<file path="config.mk">
export PLATFORM = sky130hd
export DESIGN_NAME = occ_reader
export DESIGN_NICKNAME = d
export VERILOG_FILES = /design/src/rtl/occ_defs.sv /design/src/rtl/occ_byte_sel.sv /design/src/rtl/occ_reader.sv
export SDC_FILE = /design/constraint.sdc
export NUM_CORES = 1
export LEC_CHECK = 0
export BUFFER_PORTS_ARGS = -buffer_cell sky130_fd_sc_hd__buf_2
export CAP_MARGIN = 20
export CORE_UTILIZATION = 53
export CTS_CLUSTER_SIZE = 28
export DETAILED_ROUTE_END_ITERATION = 6
export GPL_TIMING_DRIVEN = 0
export PLACE_DENSITY = 0.85
export SYNTH_ARGS = -nofsm -noshare
export SYNTH_HDL_FRONTEND = slang
export SYNTH_SLANG_ARGS = --single-unit
</file>
<file path="constraint.sdc">
create_clock -name clk -period 3.65 [get_ports clk]
set_input_delay 0.365 -clock clk [delete_from_list [all_inputs] [get_ports clk]]
set_output_delay 0.365 -clock clk [all_outputs]
set_load 0.01 [all_outputs]
</file>
<file path="src/rtl/occ_defs.sv">
// Shared definitions for the Occ table requester: base codes, ROM word lane
// layout, the index -1 address and the reader FSM state encoding.
package occ_defs;

  localparam logic [1:0] BASE_A = 2'd0;
  localparam logic [1:0] BASE_C = 2'd1;
  localparam logic [1:0] BASE_G = 2'd2;
  localparam logic [1:0] BASE_T = 2'd3;

  // k = 0 wraps to this address; the ROM answers it with an all-zero word.
  localparam logic [7:0] OCC_NEG1_ADDR = 8'hff;

  localparam logic [4:0] LANE_A_LSB = 5'd0;
  localparam logic [4:0] LANE_C_LSB = 5'd8;
  localparam logic [4:0] LANE_G_LSB = 5'd16;
  localparam logic [4:0] LANE_T_LSB = 5'd24;

  typedef enum logic [1:0] {
    ST_IDLE = 2'd0,
    ST_RD_K = 2'd1,
    ST_RD_L = 2'd2,
    ST_DONE = 2'd3
  } occ_state_e;

  function automatic logic [4:0] lane_lsb(input logic [1:0] base);
    logic [4:0] lsb;
    case (base)
      BASE_A:  lsb = LANE_A_LSB;
      BASE_C:  lsb = LANE_C_LSB;
      BASE_G:  lsb = LANE_G_LSB;
      BASE_T:  lsb = LANE_T_LSB;
      default: lsb = LANE_A_LSB;
    endcase
    return lsb;
  endfunction

endpackage

</file>
<file path="src/rtl/occ_byte_sel.sv">
// Combinational lane mux: picks the count byte for one nucleotide out of a
// 32-bit Occ ROM word.
module occ_byte_sel
  import occ_defs::*;
#(
  parameter int CNT_W = 8
) (
  input  logic [31:0]      word,
  input  logic [1:0]       base,
  output logic [CNT_W-1:0] cnt
);

  // Lane select keyed by the nucleotide code.
  always_comb begin
    cnt = word[lane_lsb(base) +: CNT_W];
  end

endmodule

</file>
<file path="src/rtl/occ_reader.sv">
// Requester-side Occ lookup controller: reads Occ(base, k-1) and Occ(base, l)
// from the ROM in two sequential accesses and returns them with valid/ready.
module occ_reader
  import occ_defs::*;
#(
  parameter int ADDR_W = 8,
  parameter int CNT_W  = 8
) (
  input  logic              clk,
  input  logic              rst,
  input  logic              req_valid,
  output logic              req_ready,
  input  logic [1:0]        req_base,
  input  logic [ADDR_W-1:0] req_k,
  input  logic [ADDR_W-1:0] req_l,
  output logic              rom_ce,
  output logic [ADDR_W-1:0] rom_addr,
  input  logic [31:0]       rom_data,
  input  logic              rom_valid,
  output logic              rsp_valid,
  input  logic              rsp_ready,
  output logic [CNT_W-1:0]  rsp_occ_k,
  output logic [CNT_W-1:0]  rsp_occ_l,
  output logic              rsp_empty
);

  occ_state_e        state_r;
  occ_state_e        state_nx;
  logic [1:0]        base_r;
  logic [ADDR_W-1:0] l_r;
  logic [CNT_W-1:0]  occ_k_r;
  logic [CNT_W-1:0]  sel_cnt;
  logic              load_req;
  logic              cap_k;
  logic              cap_l;
  logic              rom_ce_nx;
  logic [ADDR_W-1:0] rom_addr_nx;

  occ_byte_sel #(.CNT_W(CNT_W)) u_byte_sel (
    .word (rom_data),
    .base (base_r),
    .cnt  (sel_cnt)
  );

  assign req_ready = (state_r == ST_IDLE) && !rst;

  // Next-state decode; ROM pins are computed for the next state so they leave a register.
  always_comb begin
    state_nx    = state_r;
    load_req    = 1'b0;
    cap_k       = 1'b0;
    cap_l       = 1'b0;
    rom_ce_nx   = 1'b0;
    rom_addr_nx = {ADDR_W{1'b0}};
    case (state_r)
      ST_IDLE: begin
        if (req_valid) begin
          load_req    = 1'b1;
          state_nx    = ST_RD_K;
          rom_ce_nx   = 1'b1;
          rom_addr_nx = req_k - ADDR_W'(1);
        end else begin
          state_nx = ST_IDLE;
        end
      end
      ST_RD_K: begin
        rom_ce_nx = 1'b1;
        if (rom_valid) begin
          cap_k       = 1'b1;
          state_nx    = ST_RD_L;
          rom_addr_nx = l_r;
        end else begin
          rom_addr_nx = rom_addr;
        end
      end
      ST_RD_L: begin
        if (rom_valid) begin
          cap_l    = 1'b1;
          state_nx = ST_DONE;
        end else begin
          rom_ce_nx   = 1'b1;
          rom_addr_nx = rom_addr;
        end
      end
      ST_DONE: begin
        if (rsp_ready) begin
          state_nx = ST_IDLE;
        end else begin
          state_nx = ST_DONE;
        end
      end
      default: begin
        state_nx = ST_IDLE;
      end
    endcase
  end

  // State, request latches and response registers; responses persist after the handshake.
  always_ff @(posedge clk) begin
    if (rst) begin
      state_r   <= ST_IDLE;
      base_r    <= 2'd0;
      l_r       <= {ADDR_W{1'b0}};
      occ_k_r   <= {CNT_W{1'b0}};
      rom_ce    <= 1'b0;
      rom_addr  <= {ADDR_W{1'b0}};
      rsp_valid <= 1'b0;
      rsp_occ_k <= {CNT_W{1'b0}};
      rsp_occ_l <= {CNT_W{1'b0}};
      rsp_empty <= 1'b0;
    end else begin
      state_r   <= state_nx;
      rom_ce    <= rom_ce_nx;
      rom_addr  <= rom_addr_nx;
      rsp_valid <= (state_nx == ST_DONE);
      if (load_req) begin
        base_r <= req_base;
        l_r    <= req_l;
      end
      if (cap_k) begin
        occ_k_r <= sel_cnt;
      end
      if (cap_l) begin
        rsp_occ_k <= occ_k_r;
        rsp_occ_l <= sel_cnt;
        rsp_empty <= (occ_k_r >= sel_cnt);
      end
    end
  end

endmodule

</file>
=== After elaboration in Yosys (flattened, before gate mapping) ===
Index checks and enable logic that the tools add are counted.

* Order comparisons: 1
* Reduce and logical (&&, ||, !) cells: 5
* Shifts and indexed selects: 1
* Bitwise gates (word level): 0
* Multiplexer cells: 17
* $add $sub $neg: 1
* Multiply operators: 0
* Equal/unequal tests: 9
* Div/mod/pow operators: 0

{| class="wikitable"
|+ Operator list
! kind !! number
|-
| $shiftx A32 B6 Y8 || 1
|-
| $mux W8 || 3
|-
| $pmux W8 S3 || 1
|-
| $pmux W5 S4 || 1
|-
| $eq A2 B2 Y1 const B || 5
|-
| $ge A8 B8 Y1 || 1
|-
| $pmux W2 S4 || 1
|-
| $sub A8 B1 Y8 const B || 1
|-
| $mux W1 || 7
|-
| $mux W2 || 3
|-
| $eq A2 B1 Y1 const B || 2
|-
| $logic_not A2 Y1 || 2
|-
| $ne A2 B2 Y1 const B || 2
|-
| $pmux W1 S3 || 1
|-
| $reduce_and A2 Y1 || 1
|-
| $logic_and A1 B1 Y1 || 1
|-
| $logic_not A1 Y1 || 1
|}

* Word-level logic and storage cells: 44
* Memories: 0
* ROM bits: 0
* Bits in writable memories: 0
* Latch bits: 0
* Register bits after elaboration: 47

=== Depth between registers and ports, before layout ===
* Word-level depth: 4
* Gate-level depth with buffers: 8
* Gate-level depth less buffers: 7

=== Hierarchy ===
From an unflattened synthesis, not the netlist that was laid out.

* Cells, all modules: 268
* Area, all modules: 2,264.7 um^2

{| class="wikitable"
|+ By module, submodules not included
! module !! cells each !! times used !! area an instance (um^2)
|-
| occ_reader || 258 || 1 || 2,068.2
|-
| occ_byte_sel || 10 || 1 || 196.4
|}

=== Least setup slack after synthesis ===
No wires, ideal clock.

* Path kind: register to register
* From: register base_r[0]
* To: register rsp_empty
* Setup time: 86 ps
* Setup slack: 1,668 ps
* Data arrival time: 1,896 ps
* Cell stages (with the launch flop): 7
* Clock period less this slack: 1,982 ps
* Cell sequence: dfxtp_1 > buf_2 > mux4_2 > ha_1 > o211ai_1 > a211o_1 > a211oi_1

* Longest elaborated chain between the ends: 4

{| class="wikitable"
|+ RTL lines
! what !! RTL line !! text
|-
| start, declared || occ_reader.sv:29 || <nowiki>logic [1:0] base_r;</nowiki>
|-
| start signal, assigned || occ_reader.sv:117 || <nowiki>base_r <= req_base;</nowiki>
|-
| $eq A2 B2 Y1 (tied with other cells) || occ_defs.sv:27 || <nowiki>case (base)</nowiki>
|-
| $pmux W5 S4 (*) || occ_defs.sv:27 ||
|-
| $shiftx A32 B6 Y8 (*) || occ_byte_sel.sv:15 || <nowiki>cnt = word[lane_lsb(base) +: CNT_W];</nowiki>
|-
| net sel_cnt[0] || occ_reader.sv:32 || <nowiki>logic [CNT_W-1:0] sel_cnt;</nowiki>
|-
| $ge A8 B8 Y1 (*) || occ_reader.sv:126 || <nowiki>rsp_empty <= (occ_k_r >= sel_cnt);</nowiki>
|-
| end signal, assigned || occ_reader.sv:126 ||
|-
| end, declared || occ_reader.sv:24 || <nowiki>output logic rsp_empty</nowiki>
|}

Mark *: on every way through the listed nets, which the timed path passes. The rest lies on a longest branch. The select of a mux whose other input is x is not followed.
A chain may end at the register's enable or synchronous reset.

=== Final worst setup path ===
* From: register base_r[1]
* To: register rsp_empty

* Longest elaborated chain between the ends: 4

{| class="wikitable"
|+ RTL lines
! what !! RTL line
|-
| $eq A2 B2 Y1 (tied with other cells) || occ_defs.sv:27
|-
| $pmux W5 S4 (*) || occ_defs.sv:27
|-
| $shiftx A32 B6 Y8 (*) || occ_byte_sel.sv:15
|-
| $ge A8 B8 Y1 (*) || occ_reader.sv:126
|}

Every way passes the cells marked *; elsewhere a longest branch is shown, timed or not. The select of a mux whose other input is x is not followed.

==> impl_metrics.ini <==
[run_status]
status = finished, final reports clean

[floorplanning]
dieArea_um2 = 4530
die_h_um = 67.3
io_pins = 83
start_util = 0.558
rows = 23
coreArea_um2 = 4060
die_x_um = 67.3

[synthesis]
synth_top_cell_area_share = 0.416
ys_warn_count = 0
syn-num-nets = 330
syn_area_um2 = 2260
syn_area_per_cell_um2 = 8.50
synth_area_leaders = dfxtp_1 (42%), nand2_1 (12%), a21oi_1 (8.2%)
syn_inst = 266
yosys_register_bits = 47
synthDistinctLibCells = 35
ys_seq_area_frac = 0.416
yosys.area.top_type = dfxtp_1

[place]
dpl.hpwl_um = 4240
place_congestion = 0.925
post-place-cells = 398
port-buffer-count = 82

[worst_setup_path]
path_max_fanout = 9
arrival_ns = 2.41
endpoint_kind = register
reg2reg_from = base_r[1]$_SDFFE_PP0P_
r2r-end = rsp_empty$_SDFFE_PP0P_
cp-start-kind = register
cp_data_required_time_ns = 3.82
crit_start = base_r[1]$_SDFFE_PP0P_
crit_type = register to register
ff2ff_setup_slack_ns = 1.41
cp-endpoint = rsp_empty$_SDFFE_PP0P_
rr_worst_depth = 8

[clock_network]
cts-root-buf = clkbuf_8
clock_latency_ns = 0.30
cts_buffers = 5
htreeDepth = 2
cts.path.max_buffers = 2
ctsResizeCount = 0
cts_hold_buf = 0
post_cts_buffers = 0
cts_tree = built
clkSlewWorstSetupHoldPaths_ns = 0.08
cts_sinks = 47

[cells_and_area]
nFillCells = 323
regArea_um2 = 941
final_cells = 405
nets = 419
diodes = 0
area_growth_pct = 24.8
final_cell_mix = buf_2 (89), nand2_1 (71), dfxtp_1 (47)
drive_above_1_share = 0.304
final_common_cell = buf_2
multi_input_area_um2 = 1190

[routing]
drt_wl_total_um = 5570
via_per_inst = 5.41
route.vias.total = 2190
final_antenna_net_count = 0
drt-pass1-iter-count = 4
avgRoutedWirePerCell_um = 13.8
drt_iter0_markers = 161
drc = 0

[global_route]
first_global_vias = 1998
grt_start_max_net_pins = 14
grt_pass1_wl_um = 8620
grt.overflow.total = 0
grtUsageTotal = 0.255
antenna_found_initial = 0

[sta]
finalCriticalPeriod_ns = 2.24
fin_setup_tns_ns = 0
max_freq_mhz = 446
drv_slew = 0
relSlewSlack = 0.600
setup_viol_count_final = 0
finalHoldViolCount = 0
clock_skew_ns = 0.00537
rsz0062_at_grt = false
post-route-period-util = 0.614
worst_slew_pin_slew_ns = 0.600

[pwr]
p_leak_nw = 1.24
power_density_nw_per_um2 = 379
peakVddDrop_mv = 0.260

[worst_hold_path]
hold_class = input pin to register

[run]
maxCapViolations = 0
-- kinds of logic (layout without fill, tap and decap cells) --
group | after synthesis | count (layout) | synth area share
and+or+nand+nor | 100 | 100 | 0.196
AOI/OAI and AO/OA | 60 | 60 | 0.161
DFF | 47 | 47 | 0.416
buffers and inverters | 32 | 121 | 0.0570
muxes | 11 | 11 | 0.0929
adders and majority gates | 9 | 9 | 0.0498
xor gates and xnor gates | 7 | 7 | 0.0271
-- report_power, final --
part           switching [mW]  internal [mW]  leakage (nW)
logic                   0.114         0.0909         0.812
clock network           0.167          0.149        0.0470
registers              0.0119          0.536         0.383
-- critical path: stages (launching register included) --
cell,delay (ns)
dfxtp_1,0.31
clkbuf_1,0.46
mux4_2,0.44
inv_1,0.08
ha_1,0.24
a211oi_1,0.23
nor2_1,0.08
nor3_1,0.17
a211oi_1,0.10
-- cell type report --
| class | count | share of cell area |
|---|---|---|
| Tap cell | 50 | 0.0222 |
| Multi-Input combinational cell | 187 | 0.422 |
| Clock inverter | 1 | 0.00177 |
| Buffer | 18 | 0.0270 |
| Clock buffer | 6 | 0.0293 |
| Inverter | 14 | 0.0186 |
| Timing Repair Buffer | 82 | 0.145 |
| Sequential cell | 47 | 0.333 |
-- sequential cells by signal (all words and copies together), names as in the netlist --
register,flops
rom_ce,1
rsp_occ_k,8
rsp_empty,1
l_r,8
rsp_occ_l,8
occ_k_r,8
base_r,2
rsp_valid,1
state_r,2
rom_addr,8
-- worst min path at each step --
stage	cells after the start	endpoint	startpoint	slack, ns
after floorplan	2	l_r[3]$_SDFFE_PP0P_	l_r[3]$_SDFFE_PP0P_	0.44
after global placement	2	rsp_occ_k[5]$_SDFFE_PP0P_	rsp_occ_k[5]$_SDFFE_PP0P_	0.44
after detailed placement	2	rsp_occ_l[4]$_SDFFE_PP0P_	rsp_occ_l[4]$_SDFFE_PP0P_	0.44
after CTS	3	l_r[5]$_SDFFE_PP0P_	req_l[5]	0.29
after global routing	3	l_r[5]$_SDFFE_PP0P_	req_l[5]	0.29
final	3	l_r[3]$_SDFFE_PP0P_	req_l[3]	0.30
-- through the flow --
step                area, um^2  setup slack [ns]  total power [mW]  hold slack, ns  utilization
global placement          2740              1.51             0.754           0.441        0.674
CTS                       2820              1.45              1.07           0.291        0.696
finish                    2820              1.41              1.07           0.298        0.696
detailed placement        2740              1.47             0.762           0.444        0.674
floorplan                 2260              1.67             0.685           0.436            -
global route              2820              1.29              1.12           0.290        0.696
-- synth_stat cells --
master and n:
dfxtp_1 47, or3b_1 1, nand3b_1 2, a32oi_1 3, o21ai_0 1, buf_1 2
mux2i_1 3, a211o_1 1, nor2b_1 1, o22ai_1 4, buf_2 7, and3b_1 2
and2_1 1, o22ai_2 1, xnor2_1 5, nor4_4 1, xor2_1 2, a2bb2oi_1 3
nor3b_1 2, a21oi_1 37, nor2_1 13, nand2_1 71, mux4_2 8, inv_1 13
a211oi_1 3, a22oi_1 5, clkbuf_1 9, inv_2 1, ha_1 9, nor3_1 3
nand4_1 1, o21bai_1 1, o211ai_1 1, or3_1 1, or4_4 1
-- layer usage --
layer	vias up	GRT usage	part of all wire
li1	1090	-	-
met5	-	0	0
met1	1012	0.321	0.45
met2	81	0.436	0.49
met4	0	0.0665	0.011
met3	7	0.0591	0.053
No activity file was read; power rests on OpenSTA's default activity.
